<file path="src/rtl/mix_fifo_wr_arb.sv">
// ---------------------------------------------------------------------------
// mix_fifo_wr_arb
//
// Round-robin burst arbiter sharing the single write port of one prefetch
// mix FIFO between N_SRC video stream sources. One source owns the port at a
// time for up to BURST_LEN data beats (fewer if it signals last). When
// HDR_EN=1 a header word {4'hF, 0..., grant_id} precedes each burst so the
// read side can demultiplex.
//
// Ports:
//   i_clk          single clock
//   i_rst          synchronous active-high reset
//   i_src_req      per-source burst pending (level)
//   i_src_vld      per-source beat valid
//   i_src_data     per-source data, source i in [i*DATA_W +: DATA_W]
//   i_src_last     per-source final beat of packet
//   o_src_rdy      per-source beat accept (beat taken when vld & rdy)
//   o_fifo_wr_en   FIFO write enable
//   o_fifo_wr_data FIFO write data
//   i_fifo_wr_rdy  FIFO accepts a write this cycle
//   o_grant        one-hot current owner, 0 when idle
//   o_grant_id     binary owner index, 0 when idle
//   o_busy         arbiter is not idle
// ---------------------------------------------------------------------------
module mix_fifo_wr_arb #(
    parameter int unsigned N_SRC     = 4,
    parameter int unsigned DATA_W    = 16,
    parameter int unsigned BURST_LEN = 64,
    parameter int unsigned HDR_EN    = 1,
    parameter int unsigned ID_W      = 3
) (
    input  logic                      i_clk,
    input  logic                      i_rst,
    input  logic [N_SRC-1:0]          i_src_req,
    input  logic [N_SRC-1:0]          i_src_vld,
    input  logic [N_SRC*DATA_W-1:0]   i_src_data,
    input  logic [N_SRC-1:0]          i_src_last,
    output logic [N_SRC-1:0]          o_src_rdy,
    output logic                      o_fifo_wr_en,
    output logic [DATA_W-1:0]         o_fifo_wr_data,
    input  logic                      i_fifo_wr_rdy,
    output logic [N_SRC-1:0]          o_grant,
    output logic [ID_W-1:0]           o_grant_id,
    output logic                      o_busy
);

    localparam int unsigned CNT_W = (BURST_LEN > 1) ? $clog2(BURST_LEN) : 1;
    localparam logic [CNT_W-1:0] CNT_MAX = CNT_W'(BURST_LEN - 1);

    typedef enum logic [1:0] {
        ST_IDLE,
        ST_HDR,
        ST_XFER
    } state_t;

    state_t              r_state;
    state_t              w_next;

    logic [N_SRC-1:0]    r_grant;
    logic [ID_W-1:0]     r_grant_id;
    logic [ID_W-1:0]     r_last;
    logic [CNT_W-1:0]    r_cnt;

    logic                w_arb_found;
    logic [ID_W-1:0]     w_arb_id;

    logic                w_own_vld;
    logic                w_own_last;
    logic [DATA_W-1:0]   w_own_data;

    logic [DATA_W-1:0]   w_hdr;
    logic                w_acc;
    logic                w_burst_end;

    // Round-robin pick: first requester scanning from r_last+1 with wrap.
    // Constant-indexed double loop keeps every select a fixed bit position.
    always_comb begin
        w_arb_found = 1'b0;
        w_arb_id    = '0;
        for (int unsigned k = 1; k <= N_SRC; k++) begin
            for (int unsigned j = 0; j < N_SRC; j++) begin
                if (!w_arb_found && i_src_req[j] &&
                    (j == ((32'(r_last) + k) % N_SRC))) begin
                    w_arb_found = 1'b1;
                    w_arb_id    = ID_W'(j);
                end
            end
        end
    end

    // Owner signal mux driven by the one-hot grant.
    always_comb begin
        w_own_vld  = 1'b0;
        w_own_last = 1'b0;
        w_own_data = '0;
        for (int unsigned j = 0; j < N_SRC; j++) begin
            if (r_grant[j]) begin
                w_own_vld  = i_src_vld[j];
                w_own_last = i_src_last[j];
                w_own_data = i_src_data[j*DATA_W +: DATA_W];
            end
        end
    end

    // Header word: top nibble 4'hF, source ID in the low bits.
    always_comb begin
        w_hdr                  = '0;
        w_hdr[DATA_W-1 -: 4]   = 4'hF;
        w_hdr[ID_W-1:0]        = r_grant_id;
    end

    always_ff @(posedge i_clk) begin
        if (i_rst) begin
            r_state <= ST_IDLE;
        end else begin
            r_state <= w_next;
        end
    end

    always_comb begin
        w_next         = r_state;
        o_fifo_wr_en   = 1'b0;
        o_fifo_wr_data = '0;
        o_src_rdy      = '0;
        w_acc          = 1'b0;
        w_burst_end    = 1'b0;
        case (r_state)
            ST_IDLE: begin
                if (w_arb_found) begin
                    w_next = (HDR_EN != 0) ? ST_HDR : ST_XFER;
                end
            end
            ST_HDR: begin
                o_fifo_wr_en   = 1'b1;
                o_fifo_wr_data = w_hdr;
                if (i_fifo_wr_rdy) begin
                    w_next = ST_XFER;
                end
            end
            ST_XFER: begin
                o_fifo_wr_en   = w_own_vld;
                o_fifo_wr_data = w_own_data;
                o_src_rdy      = r_grant & {N_SRC{i_fifo_wr_rdy}};
                w_acc          = w_own_vld & i_fifo_wr_rdy;
                w_burst_end    = w_acc & (w_own_last | (r_cnt == CNT_MAX));
                if (w_burst_end) begin
                    w_next = ST_IDLE;
                end
            end
            default: begin
                w_next = ST_IDLE;
            end
        endcase
    end

    always_ff @(posedge i_clk) begin
        if (i_rst) begin
            r_grant    <= '0;
            r_grant_id <= '0;
            r_last     <= ID_W'(N_SRC - 1);
            r_cnt      <= '0;
        end else begin
            case (r_state)
                ST_IDLE: begin
                    if (w_arb_found) begin
                        r_grant    <= N_SRC'(1) << w_arb_id;
                        r_grant_id <= w_arb_id;
                        r_last     <= w_arb_id;
                    end
                end
                ST_XFER: begin
                    if (w_burst_end) begin
                        r_cnt      <= '0;
                        r_grant    <= '0;
                        r_grant_id <= '0;
                    end else if (w_acc) begin
                        r_cnt <= r_cnt + 1'b1;
                    end
                end
                default: begin
                end
            endcase
        end
    end

    assign o_grant    = r_grant;
    assign o_grant_id = r_grant_id;
    assign o_busy     = (r_state != ST_IDLE);

endmodule

</file>
<file path="config.mk">
export PLATFORM = sky130hd
export DESIGN_NAME = mix_fifo_wr_arb
export DESIGN_NICKNAME = d
export VERILOG_FILES = /design/src/rtl/mix_fifo_wr_arb.sv
export SDC_FILE = /design/constraint.sdc
export NUM_CORES = 1
export LEC_CHECK = 0
export ABC_AREA = 1
export CAP_MARGIN = 30
export CORE_AREA = 4 4 122 66
export DETAILED_ROUTE_END_ITERATION = 16
export DIE_AREA = 0 0 126 70
export MAX_ROUTING_LAYER = met4
export PLACE_DENSITY_LB_ADDON = 0.2
export SYNTH_ARGS = -nofsm -noshare
export SYNTH_HDL_FRONTEND = slang
export SYNTH_SLANG_ARGS = --single-unit
</file>
<file path="constraint.sdc">
create_clock -name i_clk -period 2.1 [get_ports i_clk]
set_input_delay 0.315 -clock i_clk [delete_from_list [all_inputs] [get_ports i_clk]]
set_output_delay 0.315 -clock i_clk [all_outputs]
set_load 0.02 [all_outputs]
</file>
==> results.json <==
{
  "run_status": "completed",
  "syn_inst": 280,
  "cts_buffer_depth": 2,
  "initial_core_util": 0.240,
  "synth_top_area_share": 0.189,
  "cp_slowest_stage_delay_ns": 0.40,
  "crit_chain": "inv_4 -> nand3_4 -> nand2_4 -> nor2_4 -> nand4_4 -> nor2_4 -> nand4_4 -> nor3_4 -> nand3_1 -> nor2_2 -> nand2_2 -> nand2_4 -> nand2_1 -> nand2_1 -> nor2_1",
  "drc": 0,
  "clock_latency_ns": 0.25,
  "syn_area_mm2": 0.00169,
  "routabilityCongestion": 0.840,
  "grt_setup_unrepaired": "yes",
  "grt_pass1_vias": 2501,
  "path_clk_slew_ns": 0.05,
  "synthFlopType": "dfxtp_1",
  "wl_um": 7540,
  "hold_slack_ns": 0.489,
  "cts_tree": "done",
  "track_usage": 0.170,
  "p_leak_nw": 1.36,
  "drive_gt1_frac": 0.283,
  "criticalPathCategory": "register to register",
  "grt_max_degree": 34,
  "multi_input_area_mm2": 0.00136,
  "vias": 2486,
  "arrival_ns": 2.14,
  "timing.rr.start": "r_last[1]",
  "avgSynthCellArea_um2": 6.05,
  "crit_path_top_delay_cell": "dfxtp_4",
  "diodes": 0,
  "hold_start": "r_state[1]",
  "post_drt_wl_per_cell_um": 14.6,
  "peakVddDrop_mv": 0.400,
  "postLayoutCellArea_mm2": 0.00339,
  "cts-hold-fix-buffers": 0,
  "h-tree-depth": 1,
  "die_x_um": 126,
  "ys_seq_elements": 16,
  "boundaryPins": 108,
  "worst_setup_path_start_kind": "register",
  "dpl-instance-area_mm2": 0.00315,
  "synthTopCellsByCount": "nand2_1 (43), o21ai_0 (41), inv_1 (26), nor2_1 (26), a21oi_1 (22)",
  "clkSinkCount": 16,
  "seq_area_um2": 329,
  "vias_per_cell": 4.81,
  "ys_warn_count": 0,
  "crit_required_ns": 2.24,
  "synthTopCellsByArea": "dfxtp_1 (19%), o21ai_0 (12%), nand2_1 (9.5%)",
  "synth.largest_area_cell": "dfxtp_1",
  "root_buffer": "clkbuf_16",
  "ant_nets": 0,
  "drtPass1Iterations": 4,
  "path_delay_family": "simple AND/OR/NAND/NOR gates",
  "port_buffers": 106,
  "setup.worst_path.start": "r_last[1]",
  "fin_crit_sh": 0.952,
  "antenna_found_initial": 0,
  "rrSetupSlack_ns": 0.10,
  "fp.dieH_um": 70,
  "final_nets": 506,
  "dieArea_mm2": 0.00882,
  "hold_viol": 0,
  "synth_most_common_cell": "nand2_1",
  "core_area_mm2": 0.00705,
  "period_needed_ns": 2.00,
  "fill_cells": 752,
  "synth_nets": 364,
  "async_flop_share": 0,
  "syn2layout_area_growth_pct": 100,
  "setup_viol": 0,
  "grt-ovfl-total": 0,
  "power.density_mw_per_mm2": 971,
  "grt_pass1_wl_um": 12200,
  "ys_types": 36,
  "rows": 22,
  "cts_buffers": 3,
  "yosysSeqAreaShare": 0.189,
  "skew_ns": 0.00368,
  "worst-path-buf-inv": 1,
  "synth_edf_count": 0,
  "slew_viol_final": 0,
  "min_path_type": "register to register",
  "first_iter_violations": 128,
  "hpwl_um": 6020,
  "maxCapViolations": 0,
  "cp_max_fo": 7,
  "clock.fmax_ghz": 0.500,
  "worst_setup_path_end_kind": "register"
}
==> path summary, 6_finish.rpt <==
kind	endpoint	cells after the start
max	o_grant[0]	15
max reg2reg	o_grant[0]	15
min reg2reg	r_state[1]	2
min	r_state[1]	2
==> cells in the final DEF, fill, tap and decap left out, drive strengths merged, types with 2 or more instances in the layout <==
cell | synthesis | routed
a21oi | 26 | 26
clkdlybuf4s15 | 0 | 2
clkdlybuf4s50 | 0 | 81
dlygate4sd2 | 0 | 6
clkbuf | 8 | 13
dfxtp | 16 | 16
inv | 27 | 27
buf | 7 | 54
ha | 5 | 5
o21ai | 43 | 43
nand2 | 47 | 47
nand4 | 8 | 8
nand3 | 14 | 14
nor3b | 2 | 2
nor3 | 19 | 19
a22oi | 16 | 16
clkinv | 2 | 2
nor2 | 28 | 28
o211ai | 2 | 2
xor2 | 3 | 3
==> through the flow <==
stage | instances | setup TNS (ns) | total power, W | worst slack [ns] | utilization
after floorplan | 280 | -0.761 | 0.00162 | -0.0891 | -
after global placement | 507 | -3.89 | 0.00251 | -0.284 | 0.447
after detailed placement | 507 | -5.12 | 0.00254 | -0.300 | 0.447
after CTS | 516 | -0.0288 | 0.00309 | -0.0248 | 0.472
after global routing | 517 | -0.544 | 0.00358 | -0.108 | 0.482
final | 517 | 0 | 0.00330 | 0.100 | 0.482
==> routing by layer <==
metal | part of all wire | vias to the layer above | global-route usage | routed length [µm]
li1 | - | 1256 | - | -
met1 | 0.51 | 1146 | 0.248 | 3840
met2 | 0.43 | 82 | 0.253 | 3230
met3 | 0.058 | 2 | 0.0313 | 439
met4 | 0.0037 | 0 | 0.0131 | 28
met5 | 0 | - | - | 0
==> final cells by class <==
class	count	area share
inverter	29	0.0350
multi-input combinational	220	0.402
tap	96	0.0354
sequential	16	0.0969
timing repair buffer	152	0.405
clock buffer	4	0.0262
==> cells by family after synthesis <==
family | share of synthesized area
other | 0.00221
multiplexers | 0.00591
flip-flops | 0.189
AND/OR/NAND/NOR | 0.330
adder cells (fa/ha/maj) | 0.0369
buffers and inverters | 0.103
XOR/XNOR | 0.0155
AO/OA/AOI/OAI | 0.317
==> registers in the layout, summed over array words and instances, names as in the netlist <==
name,count
r_cnt,6
r_last,2
r_state,2
o_grant_id,2
o_grant,4
==> worst reg2reg max path: cells and delay by family, from the launching register on <==
| family | cells | cell delay, ns |
|---|---|---|
| buffers and inverters | 1 | 0.06 |
| AND/OR/NAND/NOR | 14 | 1.44 |
| flip-flops | 1 | 0.40 |
==> report_power, final <==
part / switching, W / internal [W]
registers: 0.0000970 / 0.000386
logic: 0.00131 / 0.00110
clock network: 0.000119 / 0.000289
total: 0.00152 / 0.00177
==> timing repair <==
item,in CTS,in global routing
setup endpoints to repair,33,35
setup buffers,5,1
resized for setup,65,85
pin swaps,10,22
(Power assumes the default switching activity.)
